`config.mk`:
```
export PLATFORM = sky130hd
export DESIGN_NAME = aca_ii_error_recovery
export DESIGN_NICKNAME = d
export VERILOG_FILES = /design/src/rtl/aca_ii_error_recovery.sv
export SDC_FILE = /design/constraint.sdc
export NUM_CORES = 1
export LEC_CHECK = 0
export BUFFER_PORTS_ARGS = -buffer_cell sky130_fd_sc_hd__clkbuf_2
export CORE_ASPECT_RATIO = 1.25
export CORE_UTILIZATION = 30
export DETAILED_ROUTE_END_ITERATION = 6
export SYNTH_ARGS = -nofsm -noshare
export SYNTH_HDL_FRONTEND = slang
export SYNTH_SLANG_ARGS = --single-unit
export TNS_END_PERCENT = 1
```
`constraint.sdc`:
```
create_clock -name clk -period 5.6 [get_ports clk]
set_clock_uncertainty 0.2 [all_clocks]
set_input_delay 0.28 -clock clk [delete_from_list [all_inputs] [get_ports clk]]
set_output_delay 0.28 -clock clk [all_outputs]
set_load 0.01 [all_outputs]
```
`src/rtl/aca_ii_error_recovery.sv`:
```
// Error detection and recovery stage for the ACA-II approximate adder.
// Accepts the operands together with the speculative sum. When no block can be
// mis-speculated, the speculative result is forwarded after one cycle.
// Otherwise the stage walks every speculative block in turn, one block per
// cycle, and adds the carry that the speculation missed.
module aca_ii_error_recovery #(
  parameter int N = 16,
  parameter int R = 4,
  parameter int P = 4,
  localparam int M = (N - R - P) / R,
  localparam int CW = (M < 1) ? 1 : $clog2(M + 1)
) (
  input  logic          clk,
  input  logic          rst,
  input  logic          in_valid,
  output logic          in_ready,
  input  logic [N:1]    A,
  input  logic [N:1]    B,
  input  logic          CIN,
  input  logic [N:1]    SUM_APPROX,
  input  logic          COUT_APPROX,
  output logic          out_valid,
  input  logic          out_ready,
  output logic [N:1]    SUM,
  output logic          COUT,
  output logic          err_detected,
  output logic [CW-1:0] corr_count
);

  typedef enum logic [1:0] {IDLE, CORR, DONE} state_t;

  state_t        state, state_nx;
  logic [N:1]    a_q, b_q, s_q;
  logic [CW-1:0] k_q, cnt_q, cnt_nx;
  logic          any_p, fix, last, cout_fix;
  logic [N:1]    s_fix;

  // CIN only affects block 0, which the approximate adder already gets right.
  logic unused_cin;
  assign unused_cin = CIN;

  // Lowest result bit (1-based) of speculative block k.
  function automatic int blk_lsb(input int k);
    return R + P + (k - 1) * R + 1;
  endfunction

  function automatic logic maj(input logic x, input logic y, input logic z);
    return (x & y) | (x & z) | (y & z);
  endfunction

  // A block can only be wrong if its whole prediction window propagates.
  always_comb begin
    any_p = 1'b0;
    for (int j = 1; j <= M; j++) begin
      if (&(A[blk_lsb(j)-1 -: P] ^ B[blk_lsb(j)-1 -: P])) any_p = 1'b1;
    end
  end

  // Correction of the block currently selected by k_q; lower bits are exact.
  always_comb begin
    s_fix = s_q;
    fix   = 1'b0;
    for (int j = 1; j <= M; j++) begin
      if (k_q == CW'(j)) begin
        if (maj(a_q[blk_lsb(j)-1], b_q[blk_lsb(j)-1],
                a_q[blk_lsb(j)-1] ^ b_q[blk_lsb(j)-1] ^ s_q[blk_lsb(j)-1]) &
            ~(a_q[blk_lsb(j)] ^ b_q[blk_lsb(j)] ^ s_q[blk_lsb(j)])) begin
          fix = 1'b1;
          s_fix[blk_lsb(j)+R-1 -: R] = s_q[blk_lsb(j)+R-1 -: R] + R'(1);
        end
      end
    end
    cnt_nx   = cnt_q + CW'(fix);
    last     = (k_q == CW'(M));
    cout_fix = maj(a_q[N], b_q[N], a_q[N] ^ b_q[N] ^ s_fix[N]);
  end

  // State register.
  always_ff @(posedge clk or posedge rst) begin
    if (rst) state <= IDLE;
    else     state <= state_nx;
  end

  // Next-state logic and handshake outputs.
  always_comb begin
    state_nx  = state;
    in_ready  = 1'b0;
    out_valid = 1'b0;
    case (state)
      IDLE: begin
        in_ready = 1'b1;
        if (in_valid) state_nx = any_p ? CORR : DONE;
      end
      CORR: begin
        if (last) state_nx = DONE;
      end
      DONE: begin
        out_valid = 1'b1;
        if (out_ready) state_nx = IDLE;
      end
      default: state_nx = IDLE;
    endcase
  end

  // Working copy of operands and the sum being corrected; no reset needed.
  always_ff @(posedge clk) begin
    if (state == IDLE && in_valid) begin
      a_q <= A;
      b_q <= B;
      s_q <= SUM_APPROX;
    end else if (state == CORR) begin
      s_q <= s_fix;
    end
  end

  // Block walk counters and the held result registers.
  always_ff @(posedge clk or posedge rst) begin
    if (rst) begin
      k_q          <= '0;
      cnt_q        <= '0;
      SUM          <= '0;
      COUT         <= 1'b0;
      err_detected <= 1'b0;
      corr_count   <= '0;
    end else if (state == IDLE && in_valid) begin
      k_q   <= CW'(1);
      cnt_q <= '0;
      if (!any_p) begin
        SUM          <= SUM_APPROX;
        COUT         <= COUT_APPROX;
        err_detected <= 1'b0;
        corr_count   <= '0;
      end
    end else if (state == CORR) begin
      k_q   <= k_q + CW'(1);
      cnt_q <= cnt_nx;
      if (last) begin
        SUM          <= s_fix;
        COUT         <= cout_fix;
        err_detected <= (cnt_nx != '0);
        corr_count   <= cnt_nx;
      end
    end
  end

endmodule

```
==> run metrics <==
initial antenna violation count=0; # setup viols final=0; Setup Buffers After CTS=0; most frequent cells after synthesis=dfrtp_1 (26), edfxtp_1 (26), inv_1 (13), a221o_1 (12), nand2_1 (11); IO Port Bufs=62; Final Hold Viols=6; Syn Inst Count=200; Sink Count=52; post-synth top area share=29.7%; vias in the first global route=1,880; max incr delay on CP=0.43 ns; Pre-antenna DRT Iters=4; DRC Markers=0; critical path peak fanout=12; Main synth FF type=edfxtp_1; Post-synth ARST share=50.0%; CTS Root Cell=clkbuf_8; Area Overhead vs Synth=22.7%; post-cts sizing count=0; post-DP HPWL=3960 µm; FP Rows=37; Reg2Reg Depth=8; P per Cell Area=435 nW/µm²; # fillers=832; hold crit path type=in2async; unrepaired setup endpoints after global routing=false; Worst path slowest cell=ha_1; Die Y=107 µm; Synth Register Bits=52; Worst-path clk slew=0.10 ns; Synth area leader=edfxtp_1; Max-slew headroom=29.0%; post-layout min period=2.67 ns; core area=8380 µm²; crit path cell chain=inv_1 > ha_1 > nand2_1 > nor3_1 > xor2_1 > fa_1 > a21oi_1 > mux2_2; Required @ worst endpoint=5.60 ns; Hold Buf Count CTS=10; n_diodes=0; Layout Nets=333; Via Count=1,786; WP data arrival=2.67 ns; sequential share of the synthesized area=54.4%; Unique masters post-synth=44; Starting Density=31.4%; Lkg Pwr=1.43 nW; largest cells by area after synthesis=edfxtp_1 (30%), dfrtp_1 (25%), a221o_1 (4.6%); crit path launch type=flop; period utilization=47.7%; Post-synth EDFFs=26; die area=9160 µm²; setup_tns=0 ns; synth warn=0; CTS Buf Count=5; max-slew violations=0; Placer Congestion=0.720; maximum VDD drop=0.125 mV; total track usage=13.7%; CTS tree=done; worst skew pair latency=0.32 ns; Setup crit end kind=flop; total wire length=5770 µm; WL/cell=14.8 µm; Top Ports=76; worst-case clock buffer depth=2; Overflow after GRT=0; top achievable clock speed=0.374 GHz; synthesized area per cell=13.2 µm²; Max Cap Viol=0; failing checks=negative hold slack; ANT nets after route=0; Final Cell Area=3230 µm²; worst-margin pin slew=1.06 ns; Cell Area, Synth=2630 µm²; Die Span X=85.8 µm; Detailed Route Iter0 Violations=149; largest net degree at the start of global routing=37; syn nets=262; kind of critical path=reg2reg; Hold WS=-0.00196 ns; outcome=finished with violations; Vias/cell=4.59; instance area at placement=3010 µm²; H-tree levels=2; share of cells above drive strength 1=33.5%; first-pass GRT wire length=9520 µm
## final cells by class
type	count	area (µm²)	area share, %
Sequential cell	52	1430	44.3
Multi-Input combinational cell	126	1070	33.2
Timing Repair Buffer	72	410	12.7
Tap cell	117	146	4.53
Clock buffer	6	82.6	2.56
Inverter	14	53.8	1.67
Clock inverter	2	33.8	1.05
## metrics by stage
step                      power [mW]  hold slack [ns]  worst slack, ns  instances  util, %
after floorplan                0.982            0.120             3.49        200        -
after global placement          1.13            0.258             2.92        371     36.0
after detailed placement        1.14            0.259             2.94        371     36.0
after CTS                       1.42          0.00336             2.92        389     38.5
after global routing            1.50          0.00273             2.74        389     38.5
final                           1.41         -0.00196             2.93        389     38.5
## metal layers
| layer | up-vias | track usage, % | wire length [µm] |
|---|---|---|---|
| met5 | - | 0 | 0 |
| met4 | 0 | 5.00 | 93 |
| met3 | 6 | 2.54 | 225 |
| met2 | 45 | 23.7 | 2940 |
| met1 | 869 | 16.8 | 2520 |
| li1 | 866 | - | - |
## flip-flops by register name, summed over array words and instances (netlist names)
| signal | flops |
|---|---|
| state | 2 |
| a_q | 5 |
| s_q | 16 |
| b_q | 5 |
| cnt_q | 2 |
| k_q | 2 |
| COUT | 1 |
| SUM | 16 |
| corr_count | 2 |
| err_detected | 1 |
## logic make-up (layout without fill, tap and decap cells)
logic type / after synthesis / in the layout / synth area share [%]
muxes: 11 / 11 / 4.61
AOI/OAI and AO/OA: 42 / 42 / 12.6
DFF: 52 / 52 / 54.4
adders and majority gates: 8 / 8 / 4.66
buffers and inverters: 22 / 94 / 4.94
and+or+nand+nor: 49 / 49 / 11.7
xor gates and xnor gates: 16 / 16 / 7.08
## worst max-delay path: cells and delay by family, from the launching register on
| kind | cells | cell delay (ns) |
|---|---|---|
| adders and majority gates | 2 | 0.67 |
| AOI/OAI and AO/OA | 1 | 0.05 |
| buffers and inverters | 1 | 0.07 |
| muxes | 1 | 0.26 |
| and+or+nand+nor | 2 | 0.52 |
| xor gates and xnor gates | 1 | 0.38 |
| DFF | 1 | 0.42 |
## final timing paths
check | startpoint | to | slack [ns]
setup / recovery | k_q[0] | COUT | 2.93
hold / removal | rst | SUM[15] | -0.002
setup reg to reg | k_q[0] | COUT | 2.93
hold reg to reg | COUT | COUT | 0.32
max in group asynchronous | rst | COUT | 4.56
min in group clk | SUM_APPROX[4] | SUM[4] | 0.01
## cells in the final DEF (no fill, tap or decap), drive strengths merged, types with 3 or more instances in the layout
cell	count
o22ai	3
inv	13
nand2	11
xnor2	3
fa	3
a31oi	3
and2	9
dlygate4sd3	10
dfrtp	26
clkbuf	68
o21ai	8
ha	5
a221o	12
edfxtp	26
a311oi	3
nor2	9
mux2	9
a21oi	5
xor2	11
and3	8
nand3	4
## where the power goes
part | switching, mW | leakage [nW] | internal (mW)
clock network | 0.125 | 0.0588 | 0.144
logic | 0.286 | 0.795 | 0.226
registers | 0.0737 | 0.578 | 0.551
Power figures use the tool's default switching activity.
